## src/rtl/reg_scoreboard_pkg.sv

```systemverilog
`default_nettype none
// ============================================================================
//  Module      : reg_scoreboard_pkg
//  Description : Shared processor constants for the register scoreboard:
//                architectural register count, in-flight counter width and
//                register-index width.
//  Revision    : 1.0  initial release
// ============================================================================
package reg_scoreboard_pkg;
    localparam int SB_NREGS  = 16;  // architectural registers tracked
    localparam int SB_CNTW   = 2;   // per-register in-flight counter width
    localparam int REG_IDX_W = 4;   // register index width
endpackage
`default_nettype wire

```

## src/rtl/reg_scoreboard_sb_counter.sv

```systemverilog
`default_nettype none
// ============================================================================
//  Module      : sb_counter
//  Description : Saturating in-flight write counter for one register.
//                Ports: clk, rst (async, active-high), inc (accepted issue),
//                dec (write-back retire), count (current value),
//                count_next (value after this edge), underflow (retire seen
//                while count is zero).
//  Revision    : 1.0  initial release
// ============================================================================
module sb_counter
    import reg_scoreboard_pkg::*;
#(
    parameter int CNTW = SB_CNTW
) (
    input  logic            clk,
    input  logic            rst,
    input  logic            inc,
    input  logic            dec,
    output logic [CNTW-1:0] count,
    output logic [CNTW-1:0] count_next,
    output logic            underflow
);

    localparam logic [CNTW-1:0] CNT_MAX  = '1;
    localparam logic [CNTW-1:0] CNT_ZERO = '0;

    // Simultaneous issue and retire on this register cancel out, including
    // the zero-count case where the retire is also flagged as an underflow.
    always_comb begin
        underflow  = dec && (count == CNT_ZERO);
        count_next = count;
        if (inc && !dec) begin
            if (count != CNT_MAX) begin
                count_next = count + CNTW'(1);
            end
        end else if (dec && !inc && (count != CNT_ZERO)) begin
            count_next = count - CNTW'(1);
        end
    end

    always_ff @(posedge clk or posedge rst) begin
        if (rst) begin
            count <= CNT_ZERO;
        end else begin
            count <= count_next;
        end
    end

endmodule
`default_nettype wire

```

## src/rtl/reg_scoreboard.sv

```systemverilog
`default_nettype none
// ============================================================================
//  Module      : reg_scoreboard
//  Description : Register scoreboard tracking issued-but-not-retired writes
//                per architectural register and raising a stall on RAW or
//                counter-saturation hazards.
//                Inputs : clk, rst, ISSUE_VALID, SRC1, SRC2, USE_SRC1,
//                         USE_SRC2, ISSUE_WB_EN, ISSUE_DEST, FLUSH, WB_EN,
//                         DEST_WB
//                Outputs: HAZARD (combinational), PENDING (registered),
//                         ERR (registered, sticky underflow)
//  Revision    : 1.0  initial release
// ============================================================================
module reg_scoreboard
    import reg_scoreboard_pkg::*;
#(
    parameter int NREGS = SB_NREGS,
    parameter int CNTW  = SB_CNTW
) (
    input  logic                 clk,
    input  logic                 rst,
    input  logic                 ISSUE_VALID,
    input  logic [REG_IDX_W-1:0] SRC1,
    input  logic [REG_IDX_W-1:0] SRC2,
    input  logic                 USE_SRC1,
    input  logic                 USE_SRC2,
    input  logic                 ISSUE_WB_EN,
    input  logic [REG_IDX_W-1:0] ISSUE_DEST,
    input  logic                 FLUSH,
    input  logic                 WB_EN,
    input  logic [REG_IDX_W-1:0] DEST_WB,
    output logic                 HAZARD,
    output logic [NREGS-1:0]     PENDING,
    output logic                 ERR
);

    localparam logic [CNTW-1:0] CNT_MAX  = '1;
    localparam logic [CNTW-1:0] CNT_ONE  = CNTW'(1);
    localparam logic [CNTW-1:0] CNT_ZERO = '0;

    logic [CNTW-1:0] counts     [NREGS];
    logic [CNTW-1:0] counts_nxt [NREGS];
    logic [NREGS-1:0] inc_vec;
    logic [NREGS-1:0] dec_vec;
    logic [NREGS-1:0] underflow_vec;
    logic [NREGS-1:0] pending_nxt;

    logic src1_ready;
    logic src2_ready;
    logic dest_full;
    logic issue_accept;

    // A source whose only outstanding write retires this cycle is readable:
    // the register file writes on the falling edge, ahead of the ID read.
    function automatic logic src_ready(input logic [CNTW-1:0] cnt,
                                       input logic [REG_IDX_W-1:0] idx,
                                       input logic wb_en,
                                       input logic [REG_IDX_W-1:0] wb_idx);
        return (cnt == CNT_ZERO) ||
               ((cnt == CNT_ONE) && wb_en && (wb_idx == idx));
    endfunction

    always_comb begin
        src1_ready   = src_ready(counts[SRC1], SRC1, WB_EN, DEST_WB);
        src2_ready   = src_ready(counts[SRC2], SRC2, WB_EN, DEST_WB);
        // A full destination counter only frees up if it retires this cycle.
        dest_full    = ISSUE_WB_EN && (counts[ISSUE_DEST] == CNT_MAX) &&
                       !(WB_EN && (DEST_WB == ISSUE_DEST));
        HAZARD       = ISSUE_VALID && !FLUSH &&
                       ((USE_SRC1 && !src1_ready) ||
                        (USE_SRC2 && !src2_ready) ||
                        dest_full);
        issue_accept = ISSUE_VALID && ISSUE_WB_EN && !FLUSH && !HAZARD;
    end

    for (genvar i = 0; i < NREGS; i++) begin : g_counter
        assign inc_vec[i]     = issue_accept && (ISSUE_DEST == REG_IDX_W'(i));
        assign dec_vec[i]     = WB_EN && (DEST_WB == REG_IDX_W'(i));
        assign pending_nxt[i] = (counts_nxt[i] != CNT_ZERO);

        sb_counter #(
            .CNTW       (CNTW)
        ) u_sb_counter (
            .clk        (clk),
            .rst        (rst),
            .inc        (inc_vec[i]),
            .dec        (dec_vec[i]),
            .count      (counts[i]),
            .count_next (counts_nxt[i]),
            .underflow  (underflow_vec[i])
        );
    end

    always_ff @(posedge clk or posedge rst) begin
        if (rst) begin
            PENDING <= '0;
            ERR     <= 1'b0;
        end else begin
            PENDING <= pending_nxt;
            ERR     <= ERR || (|underflow_vec);
        end
    end

endmodule
`default_nettype wire

```

## config.mk

```make
export PLATFORM = sky130hd
export DESIGN_NAME = reg_scoreboard
export DESIGN_NICKNAME = d
export VERILOG_FILES = /design/src/rtl/reg_scoreboard_pkg.sv /design/src/rtl/reg_scoreboard_sb_counter.sv /design/src/rtl/reg_scoreboard.sv
export SDC_FILE = /design/constraint.sdc
export NUM_CORES = 1
export LEC_CHECK = 0
export BUFFER_PORTS_ARGS = -buffer_cell sky130_fd_sc_hd__buf_2
export CORE_MARGIN = 2
export CORE_UTILIZATION = 55
export CTS_CLUSTER_SIZE = 40
export DETAILED_ROUTE_END_ITERATION = 16
export PLACE_DENSITY = 0.74
export SYNTH_ARGS = -nofsm -noshare
export SYNTH_HDL_FRONTEND = slang
export SYNTH_HIERARCHICAL = 1
export SYNTH_SLANG_ARGS = --single-unit
```

## constraint.sdc

```tcl
create_clock -name clk -period 3.4 [get_ports clk]
set_input_delay 0.34 -clock clk [delete_from_list [all_inputs] [get_ports clk]]
set_output_delay 0.34 -clock clk [all_outputs]
set_load 0.02 [all_outputs]
```

# Yosys cells after proc, flatten, opt, wreduce, memory -nomap -nowiden
# Index checks and enable logic that the tools add are counted.
# W data, S select, Z words.
# op_classes
add_sub_neg	32
multipliers	0
div	0
magnitude_cmp	3
n_eq_ne	52
shift	0
n_mux	57
bitwise	3
n_reduce_logical	205
# op_table
op	n
$logic_and A1 B1 Y1	110
$mux W2	54
$eq A4 B4 Y1 const B	16
$reduce_bool A2 Y1	32
$logic_not A1 Y1	37
$logic_not A2 Y1	18
$add A2 B1 Y2 const B	16
$eq A4 B3 Y1 const B	8
$ne A2 B2 Y1 const B	16
$sub A2 B1 Y2 const B	16
$bmux W2 S4	3
$eq A4 B2 Y1 const B	4
$reduce_or A16 Y1	1
$ge A5 B5 Y1 const B	3
$not A4 Y5	3
$eq A4 B4 Y1	3
$eq A4 B1 Y1 const B	2
$logic_not A4 Y1	2
$logic_or A1 B1 Y1	5
$eq A2 B1 Y1 const B	2
$eq A2 B2 Y1 const B	1
# totals
register_bits	49
latchBits	0
ramBits	0
romBits	0
inputBits	24
out_inout_bits	18
word_cells	370
memories	0

# Depth between registers and ports, before layout
# logic_depth
depth_word	22
mapped_depth	12
ltp_nobuf	10

# Cells and area by module
# The synthesis kept the hierarchy.
# modules_own_cells
module	instances	cells_per_inst	area_each_um2	seq_area_each_um2
sb_counter	16	17	167.7	50.0
reg_scoreboard	1	175	1866.8	425.4

# Worst setup path before layout
# Ideal clock, no wire load.
# synth_path
path_type	input -> register
from	in SRC2[0]
to	reg PENDING[12]
setup_time_ns	0.127
arrival_ns	3.367
t_required_ns	3.273
setup_slack_ns	-0.095
path_stages	12
path_buffers	2
path_cell_list	clkbuf_1 mux4_2 mux2i_1 nand2b_1 o221ai_4 o211ai_2 buf_6 nor4_1 nor2_2 xnor2_1 mux2_2 or2_2
# synth_lines
element	line	text
from (decl)	reg_scoreboard.sv:24	input logic [REG_IDX_W-1:0] SRC2,
to (signal assigned)	reg_scoreboard.sv:99	PENDING <= pending_nxt;
to (decl)	reg_scoreboard.sv:33	output logic [NREGS-1:0] PENDING,

==> metrics <==
Routed WL per cell 19.1 um; maximum capacitance violations 0; Post-CTS Setup Bufs 0; port buffer count 41; GRT Residual Overflow 0; setup violators final 0; crit path DAT 3.50 ns; Synth cell types 32; Placed Cells 600; CTS root buf clkbuf_8; DR DRC count 0; routed via count 3,676; leading area contributor after synthesis dfrtp_1; power per cell area 712 nW/um2; vias in the first global route 3,710; RSZ-0062 raised after global routing yes; Hold Path Class in2async; DR vias/cell 6.05; yosys warns 6; Final Max Tran Viols 0; met1 WL 4860 um; fin util 62.9%; Mapped Area 4550 um2; Synth Register Bits 49; Int Power 2070 uW; core footprint 8130 um2; synthesized instance count 447; # IOs 42; fill count 698; H-tree levels 2; CTS Sinks 49; crit end category flop; Reg power frac 31.6%; syn nets 503; layout cell share with drive strength beyond 1 32.6%; CTS buffer count 5; Critical Path Fanout Max 17; Die Height 95.0 um; Hold Violations, Final 0; DPL Wire Length 9070 um; clk_lat worst skew 0.31 ns; initial antenna violation count 0; Post-Layout Cell Count 608; slew margin rel. 43.5%; WS Path Type reg2reg; Area Growth Syn to Fin 12.4%; gpl congestion 0.974; Comb pwr share 57.6%; Worst path max stage delay 0.52 ns; Initial Util 55.9%; top sig layer met4; status finished clean; post-synthesis sequential area ratio 27.0%; num rows 33; drt first-iter violations 320; fin crit period 3.30 ns; most used cell, CP mux2i_1; antenna violation net count after detailed routing 0; fmax 0.303 GHz; part of the cycle the worst path needs 96.9%; antenna cells 0; clock slew at reported path FFs 0.10 ns; Power, Total 3640 uW; critical path launch point type flop; first-pass GRT wire length 18,700 um; top-area cell type share of the netlist area 27.0%; ys async rst share 100%; CP max stage cell mux4_1; DIE AREA 9020 um2; clk buf depth 2; Post-Syn Area per Cell 10.2 um2; most common flop cell mapped by yosys dfrtp_1; Initial DRT Pass Iterations 4; P_sw 1580 uW; Slew @ Worst Pin 0.847 ns; largest net degree at the start of global routing 18; number of synthesized flops with an enable pin 0; met3 routed wirelength 855 um; CTS tree yes; Worst Path Required 3.60 ns; Die X 95.0 um; Peak VDD IR 371 uV; worst path cell trace mux4_1, mux2i_1, mux2i_1, a221oi_2, o211ai_4, nor4_1, buf_4, nor2_2, xnor2_1, mux2_2, or2_2; Overall Global Routing Usage 27.6%; Clock Power Share 10.7%; CP delay by family, top multiplexers; LEAKAGE 0.00226 uW; setup TNS 0 ns; Setup Skew 0.0113 ns; Sw Share 43.3%; nets 558; Worst Path Buf+Inv 1; top post-synthesis cells by area dfrtp_1 (27%), ha_1 (8.8%), mux4_2 (7.9%); Met2 Wirelength 5700 um; DRT Wirelength 11,600 um
## power by group through the flow
stage	clock, uW	sequential [uW]	combinational [uW]
global placement	0	1150	1950
floorplan	0	1100	1560
CTS	399	1140	2080
global route	417	1180	2310
detailed placement	0	1150	2070
finish	392	1150	2100
## cells by family after synthesis
| family | after synthesis | synth area share (%) |
|---|---|---|
| adder cells (fa/ha/maj) | 32 | 8.80 |
| XOR/XNOR | 28 | 5.39 |
| AO/OA/AOI/OAI | 53 | 12.4 |
| AND/OR/NAND/NOR | 151 | 17.9 |
| buffers and inverters | 66 | 5.86 |
| multiplexers | 68 | 22.7 |
| flip-flops | 49 | 27.0 |
## cells in the mapped netlist (all sizes together), types with 2 or more instances
cell type	number
o21bai	16
nand4	3
mux4	24
nand3b	5
xor2	9
nor2	47
nand3	4
dfrtp	49
mux2	17
buf	5
clkbuf	11
ha	32
or2	18
xnor2	19
and2	17
a221oi	17
nor3	7
nand2	21
nor4	19
a21oi	2
a22o	16
inv	50
mux2i	27
nand2b	7
## flip-flops by register name (all words and copies together) (netlist names)
register	count
PENDING	16
ERR	1
g_counter.u_sb_counter/count	32
## what timing repair did
action | in CTS | in global routing
hold buffers | 0 | 0
setup endpoints to repair | 1 | 21
gates resized for setup | 1 | 4
## area by class of cell
class / instances / area [um2] / area share [%]
clock buffers: 7 / 96.3 / 1.88
clock inverters: 1 / 5.00 / 0.0978
inverters: 50 / 188 / 3.67
multi-input cells: 332 / 3090 / 60.4
flip-flops and latches: 49 / 1230 / 24.0
well taps: 105 / 131 / 2.57
repair buffers: 64 / 378 / 7.39
## per-layer routing
metal,vias to the layer above,global-route usage (%)
li1,1707,-
met1,1791,35.7
met2,154,46.8
met3,24,5.51
met4,0,8.09
met5,-,0
## layout by cell type, fill, tap and decap left out, types with 17 or more instances in the layout
cell type  count
inv_1         50
dfrtp_1       49
buf_2         41
ha_1          32
nor2_1        31
mux2i_1       27
buf_4         23
nand2_1       21
xnor2_1       19
or2_2         18
mux2_2        17
a221oi_2      17
and2_1        17
## final timing paths
| path | to | from | slack (ns) | depth (start not counted) |
|---|---|---|---|---|
| worst min-delay path | g_counter[2].u_sb_counter/count[1] | rst | 0.07 | 2 |
| min in group clk | ERR | ERR | 0.64 | 3 |
| worst max-delay path | PENDING[13] | g_counter[15].u_sb_counter/count[0] | 0.10 | 11 |
| max in group asynchronous | PENDING[9] | rst | 2.46 | 2 |
| worst min register to register | ERR | ERR | 0.64 | 3 |
| worst max register to register | PENDING[13] | g_counter[15].u_sb_counter/count[0] | 0.10 | 11 |
## worst register-to-register path, stage by stage, from the launching register on
cell and delay, ns:
dfrtp_1 0.48, mux4_1 0.53, mux2i_1 0.16, mux2i_1 0.11, a221oi_2 0.32, o211ai_4 0.25
nor4_1 0.41, buf_4 0.21, nor2_2 0.05, xnor2_1 0.12, mux2_2 0.27, or2_2 0.28
## through the flow
| stage | worst slack, ns | hold slack, ns | instance area (um2) |
|---|---|---|---|
| finish | 0.105 | 0.0675 | 5110 |
| global placement | -0.100 | 0.416 | 4980 |
| detailed placement | -0.196 | 0.421 | 4980 |
| floorplan | -0.0946 | 0.0812 | 4550 |
| CTS | 0.0192 | 0.0806 | 5090 |
| global route | -0.0150 | 0.0806 | 5110 |
Note: power is estimated with default switching activity, not from simulation.
